[src/rtl/dsp_mac_signed_pipe_if.sv]
// dsp_mac_signed_pipe_if: sample and result bundle between a MAC source and the MAC
interface dsp_mac_signed_pipe_if #(
    parameter int A_WIDTH   = 20,
    parameter int B_WIDTH   = 18,
    parameter int ACC_WIDTH = 48
);
    logic                        valid_i;
    logic                        subtract_i;
    logic                        load_i;
    logic signed [A_WIDTH-1:0]   a_i;
    logic signed [B_WIDTH-1:0]   b_i;
    logic signed [ACC_WIDTH-1:0] p_o;
    logic                        valid_o;
    logic                        overflow_o;
    modport master (
        output valid_i, subtract_i, load_i, a_i, b_i,
        input  p_o, valid_o, overflow_o
    );
    modport slave (
        input  valid_i, subtract_i, load_i, a_i, b_i,
        output p_o, valid_o, overflow_o
    );
endinterface

[src/rtl/dsp_mac_signed_pipe.sv]
// dsp_mac_signed_pipe: 3-stage signed multiply-accumulate, sticky overflow; DSP_MAC_SATURATE_EN enables clamping
module dsp_mac_signed_pipe #(
    parameter int A_WIDTH   = 20,
    parameter int B_WIDTH   = 18,
    parameter int ACC_WIDTH = 48
) (
    input logic                  clk,
    input logic                  reset,
    dsp_mac_signed_pipe_if.slave m
);
    localparam int P_WIDTH = A_WIDTH + B_WIDTH;
`ifdef DSP_MAC_SATURATE_EN
    localparam logic signed [ACC_WIDTH-1:0] ACC_MAX = {1'b0, {(ACC_WIDTH-1){1'b1}}};
    localparam logic signed [ACC_WIDTH-1:0] ACC_MIN = {1'b1, {(ACC_WIDTH-1){1'b0}}};
`endif
    if (ACC_WIDTH < P_WIDTH) begin : g_width_check
        $error("ACC_WIDTH must be >= A_WIDTH+B_WIDTH");
    end
    logic signed [A_WIDTH-1:0]   a_d, a_q;
    logic signed [B_WIDTH-1:0]   b_d, b_q;
    logic                        sub1_d, sub1_q, load1_d, load1_q, vld1_d, vld1_q;
    logic signed [P_WIDTH-1:0]   prod_d, prod_q;
    logic                        sub2_d, sub2_q, load2_d, load2_q, vld2_d, vld2_q;
    logic signed [ACC_WIDTH-1:0] acc_d, acc_q;
    logic                        vld3_d, vld3_q, ovf_d, ovf_q;
    logic signed [ACC_WIDTH-1:0] ext, base, opnd, sum;
    logic                        ovf_now;
    // S1: capture the raw sample every cycle; the valid bit qualifies it downstream
    always_comb begin
        a_d     = m.a_i;
        b_d     = m.b_i;
        sub1_d  = m.subtract_i;
        load1_d = m.load_i;
        vld1_d  = m.valid_i;
    end
    // S2: full-width signed product, control bits travel alongside
    always_comb begin
        prod_d  = P_WIDTH'(a_q) * P_WIDTH'(b_q);
        sub2_d  = sub1_q;
        load2_d = load1_q;
        vld2_d  = vld1_q;
    end
    // S3: add/subtract the product onto the accumulator (or onto 0 on load), flag signed overflow
    always_comb begin
        ext     = ACC_WIDTH'(prod_q);
        base    = load2_q ? '0 : acc_q;
        opnd    = sub2_q ? -ext : ext;
        sum     = base + opnd;
        ovf_now = (base[ACC_WIDTH-1] == opnd[ACC_WIDTH-1]) && (sum[ACC_WIDTH-1] != base[ACC_WIDTH-1]);
`ifdef DSP_MAC_SATURATE_EN
        acc_d   = !vld2_q ? acc_q : ovf_now ? (base[ACC_WIDTH-1] ? ACC_MIN : ACC_MAX) : sum;
`else
        acc_d   = vld2_q ? sum : acc_q;
`endif
        ovf_d   = !vld2_q ? ovf_q : load2_q ? ovf_now : (ovf_q | ovf_now);
        vld3_d  = vld2_q;
    end
    // Pipeline registers; reset empties every stage and clears the accumulator and flag
    always_ff @(posedge clk) begin
        if (reset) begin
            a_q     <= '0;
            b_q     <= '0;
            sub1_q  <= 1'b0;
            load1_q <= 1'b0;
            vld1_q  <= 1'b0;
            prod_q  <= '0;
            sub2_q  <= 1'b0;
            load2_q <= 1'b0;
            vld2_q  <= 1'b0;
            acc_q   <= '0;
            vld3_q  <= 1'b0;
            ovf_q   <= 1'b0;
        end else begin
            a_q     <= a_d;
            b_q     <= b_d;
            sub1_q  <= sub1_d;
            load1_q <= load1_d;
            vld1_q  <= vld1_d;
            prod_q  <= prod_d;
            sub2_q  <= sub2_d;
            load2_q <= load2_d;
            vld2_q  <= vld2_d;
            acc_q   <= acc_d;
            vld3_q  <= vld3_d;
            ovf_q   <= ovf_d;
        end
    end
    assign m.p_o        = acc_q;
    assign m.valid_o    = vld3_q;
    assign m.overflow_o = ovf_q;
endmodule

[src/flat_wrapper.sv]
// flat-port wrapper written by rule: the top's interface ports become plain ports
module dsp_mac_signed_pipe_flat 
#(
    parameter int A_WIDTH   = 20,
    parameter int B_WIDTH   = 18,
    parameter int ACC_WIDTH = 48
)
  (clk, reset, m_valid_i, m_subtract_i, m_load_i, m_a_i, m_b_i, m_p_o, m_valid_o, m_overflow_o);
  dsp_mac_signed_pipe_if #(.A_WIDTH(A_WIDTH), .B_WIDTH(B_WIDTH), .ACC_WIDTH(ACC_WIDTH)) m_i ();
  input logic clk;
  input logic reset;
  input wire logic [$bits(m_i.valid_i)-1:0] m_valid_i;
  input wire logic [$bits(m_i.subtract_i)-1:0] m_subtract_i;
  input wire logic [$bits(m_i.load_i)-1:0] m_load_i;
  input wire logic [$bits(m_i.a_i)-1:0] m_a_i;
  input wire logic [$bits(m_i.b_i)-1:0] m_b_i;
  output wire logic [$bits(m_i.p_o)-1:0] m_p_o;
  output wire logic [$bits(m_i.valid_o)-1:0] m_valid_o;
  output wire logic [$bits(m_i.overflow_o)-1:0] m_overflow_o;
  assign m_i.valid_i = m_valid_i;
  assign m_i.subtract_i = m_subtract_i;
  assign m_i.load_i = m_load_i;
  assign m_i.a_i = m_a_i;
  assign m_i.b_i = m_b_i;
  assign m_p_o = m_i.p_o;
  assign m_valid_o = m_i.valid_o;
  assign m_overflow_o = m_i.overflow_o;
  dsp_mac_signed_pipe #(.A_WIDTH(A_WIDTH), .B_WIDTH(B_WIDTH), .ACC_WIDTH(ACC_WIDTH)) u_core (.clk(clk), .reset(reset), .m(m_i));
endmodule
[config.mk]
export PLATFORM = sky130hd
export DESIGN_NAME = dsp_mac_signed_pipe_flat
export DESIGN_NICKNAME = d
export VERILOG_FILES = /design/src/rtl/dsp_mac_signed_pipe_if.sv /design/src/rtl/dsp_mac_signed_pipe.sv /design/src/flat_wrapper.sv
export SDC_FILE = /design/constraint.sdc
export NUM_CORES = 1
export LEC_CHECK = 0
export ABC_AREA = 1
export BUFFER_PORTS_ARGS = -buffer_cell sky130_fd_sc_hd__buf_2
export CAP_MARGIN = 15
export CORE_ASPECT_RATIO = 1.5
export CORE_MARGIN = 2
export CORE_UTILIZATION = 30
export CTS_CLUSTER_SIZE = 12
export DETAILED_ROUTE_END_ITERATION = 16
export GPL_TIMING_DRIVEN = 0
export HOLD_SLACK_MARGIN = 0.08
export PLACE_DENSITY = 0.54
export SLEW_MARGIN = 20
export SYNTH_ARGS = -nofsm -noshare
export SYNTH_HDL_FRONTEND = slang
export SYNTH_SLANG_ARGS = --single-unit
[constraint.sdc]
create_clock -name clk -period 12.7 [get_ports clk]
set_input_delay 0 -clock clk [delete_from_list [all_inputs] [get_ports clk]]
set_output_delay 0 -clock clk [all_outputs]
set_load 0.01 [all_outputs]
==> impl_metrics.csv <==
group,metric,value,unit
clock_network,cts.sinks,132,
grt,grtUsageTotal,0.205,
sta,skew,0.0162,ns
clock_network,clk_latency,0.49,ns
setup_path,critPathBufInv,8,
sta,report.final.slew_viol_count,0,
routing,routed_wl,80800,um
grt,grt_first_pass_wirelength,125000,um
sta,relSlewSlack,0.198,
layout,layout_common_cells,"inv_1 (1,059), nand2_1 (898), fa_1 (362)",
sta,rsz0062_at_grt,"no",
power_and_ir_drop,cellPowerDensity,120,nW/um2
layout,n_antenna_cell,0,
routing,post_drt_wl_per_cell,17.0,um
layout,final_common_cell,"inv_1",
logic_synthesis,yosys_warnings,0,
routing,drt-initial-drc-count,1052,
logic_synthesis,yosys.cell_types.count,47,
placement,dp_hpwl,69900,um
placement,gp_congestion,0.961,
setup_path,startpoint_type,"flop",
hold_path,hold_path.class,"input pin to flop",
flow_run,drv_cap,0,
sta,period_needed,7.08,ns
logic_synthesis,synth_ff_type,"dfxtp_1",
setup_path,crit_chain,"clkbuf_1 -> clkbuf_1 -> nand2_1 -> fa_1 -> inv_1 -> fa_1 -> inv_1 -> fa_1 -> inv_1 -> fa_1 -> fa_1 -> inv_1 -> fa_1 -> inv_1 -> ha_1 -> nand2_1 -> nor2_1 -> inv_1 -> nor2_1 -> and3_1 -> nand2_1 -> nand3_1 -> nand2_1 -> a21oi_1",
layout,drive_above_1_share,0.0508,
placement,place_area,25600,um2
routing,vias,21200,
grt,grt_max_degree,17,
floorplanning,die_h,349,um
sta,worst_slack,5.62,ns
hold_path,hold_start,"m_a_i[19]",
floorplanning,die_area,81900,um2
routing,drc,0,
logic_synthesis,synthCells,3557,
layout,design_area,26600,um2
placement,placed_cells,4673,
setup_path,slowest_stage,"fa_1",
clock_network,ctsHoldBuffers,41,
setup_path,crit_required,13.08,ns
sta,hold_viol,0,
clock_network,h-tree-depth,4,
logic_synthesis,synth-seq-cells,132,
sta,setup_tns,0,ns
placement,portBuffers,92,
clock_network,max-clock-path-buffers,2,
setup_path,endpoint_kind,"flop",
sta,tightestPinTransition,1.20,ns
logic_synthesis,synth_nets,4107,
logic_synthesis,netlist_area,23900,um2
status,status,"completed",
routing,viasPerCell,4.47,
routing,route.antenna.remaining_nets,0,
setup_path,crit_fanout,10,
sta,fin_crit_sh,0.557,
floorplanning,start_util,0.303,
grt,grt_pass1_vias,22500,
clock_network,cts_root_buf,"clkbuf_16",
setup_path,r2r_start,"u_core.a_q[19]$_SDFF_PP0_",
setup_path,path_class,"flop to flop",
logic_synthesis,synth_edf_count,0,
floorplanning,io_pins,93,
layout,syn_to_final_growth,11.5,%
logic_synthesis,async_flop_share,0,
routing,drt-pass1-iter-count,5,
grt,antenna_found_initial,1,
floorplanning,fp.dieW,234,um
clock_network,cts_buffers,17,
logic_synthesis,syn_avg_cell_area,6.71,um2
layout,fin_cells,4746,
setup_path,critPathLaunch,"u_core.a_q[19]$_SDFF_PP0_",
logic_synthesis,synth_seq_area_share,0.111,
clock_network,cts_resized,0,
grt,overflow,0,
clock_network,clk_pin_slew_worst_paths,0.07,ns
sta,timing.fmax,141,MHz
sta,setup_viol,0,
power_and_ir_drop,power.static_leakage,0.0155,uW
setup_path,arrival,7.46,ns
layout,layout.nets,4259,
floorplanning,rows,126,
clock_network,tritoncts,"yes",
placement,dp_slack,5.65,ns
clock_network,cts_setup_buffers,0,
power_and_ir_drop,vdd_ir_drop_max,141,uV
setup_path,slowest_delay,0.84,ns
floorplanning,core_area,78700,um2
setup_path,cpLargestDelayFamily,"adder cells",
## cell usage after synthesis (2+ instances only)
cell / instances / area (um2)
a21boi_0: 2 / 15.0
a21o_1: 9 / 67.6
a21oi_1: 152 / 761
a31o_1: 3 / 26.3
a31oi_1: 6 / 37.5
and2_1: 2 / 12.5
and3_1: 2 / 12.5
buf_1: 10 / 37.5
clkbuf_1: 98 / 368
dfxtp_1: 132 / 2640
fa_1: 362 / 7250
ha_1: 145 / 1810
inv_1: 1059 / 3980
inv_2: 8 / 30.0
nand2_1: 898 / 3370
nand2_2: 12 / 75.1
nand3_1: 103 / 515
nand3_2: 6 / 60.1
nand3b_1: 2 / 15.0
nand4_1: 36 / 225
nor2_1: 301 / 1130
nor2_2: 17 / 106
nor3_1: 12 / 60.1
nor3_2: 2 / 20.0
nor3b_1: 2 / 15.0
nor4_1: 4 / 25.0
o211ai_1: 2 / 15.0
o21a_1: 11 / 82.6
o21ai_0: 68 / 340
o21ai_1: 6 / 30.0
o21ai_2: 3 / 26.3
o21bai_1: 5 / 37.5
or2_0: 2 / 12.5
or2_2: 8 / 50.1
xnor2_1: 11 / 96.3
xor2_1: 45 / 394
## state kept, by name (all words and copies together), names as in the netlist, 18 cells and up
register and flops:
u_core.prod_q 38, u_core.a_q 20, u_core.b_q 18, u_core.m.p_o 48
## tightest hold or removal path, cell delays in order
cell           delay [ns]
dlygate4sd3_1        0.51
buf_2                0.09
inv_1                0.03
nor2_1               0.06
## through the flow
step | hold WS, ns | util | total power, uW
floorplan | 0.107 | - | 2050
global placement | 0.199 | 0.326 | 2650
detailed placement | 0.207 | 0.326 | 2660
CTS | 0.197 | 0.338 | 3210
global route | 0.241 | 0.338 | 3530
finish | 0.233 | 0.338 | 3180
## path summary, 6_finish.rpt
check | endpoint | slack [ns] | cells past startpoint
max reg2reg | u_core.prod_q[31]$_SDFF_PP0_ | 5.62 | 24
min reg2reg | u_core.sub2_q$_SDFF_PP0_ | 0.40 | 2
max | u_core.prod_q[31]$_SDFF_PP0_ | 5.62 | 24
min | u_core.a_q[19]$_SDFF_PP0_ | 0.23 | 4
## cell type report
cell class / count / area, um2
fill: 8736 / 52100
multi-input combinational: 2249 / 16800
inverter: 1067 / 4010
sequential: 132 / 2640
tap: 1024 / 1280
timing repair buffer: 133 / 871
clock buffer: 18 / 429
buffer: 109 / 412
clock inverter: 14 / 154
## logic make-up (layout without fill, tap and decap cells)
logic type | count (synthesis) | after routing | synth area share
compound gates | 271 | 271 | 0.0622
xor+xnor | 56 | 56 | 0.0206
simple gates | 1415 | 1415 | 0.242
buf+inv | 1176 | 1341 | 0.185
flops | 132 | 132 | 0.111
fa+ha+maj | 507 | 507 | 0.380
## report_power, final
| group | switching, uW | internal (uW) |
|---|---|---|
| Combinational | 1420 | 723 |
| Sequential | 48.0 | 477 |
| Clock | 225 | 290 |
| Total | 1700 | 1490 |
## metal layers
layer / vias up / GRT usage / routed length (um)
met5: - / 0 / 0
met4: 0 / 0.102 / 4270
met3: 165 / 0.0262 / 2530
met2: 482 / 0.393 / 43200
met1: 10100 / 0.214 / 30800
li1: 10500 / - / -
Power figures use the tool's default switching activity.
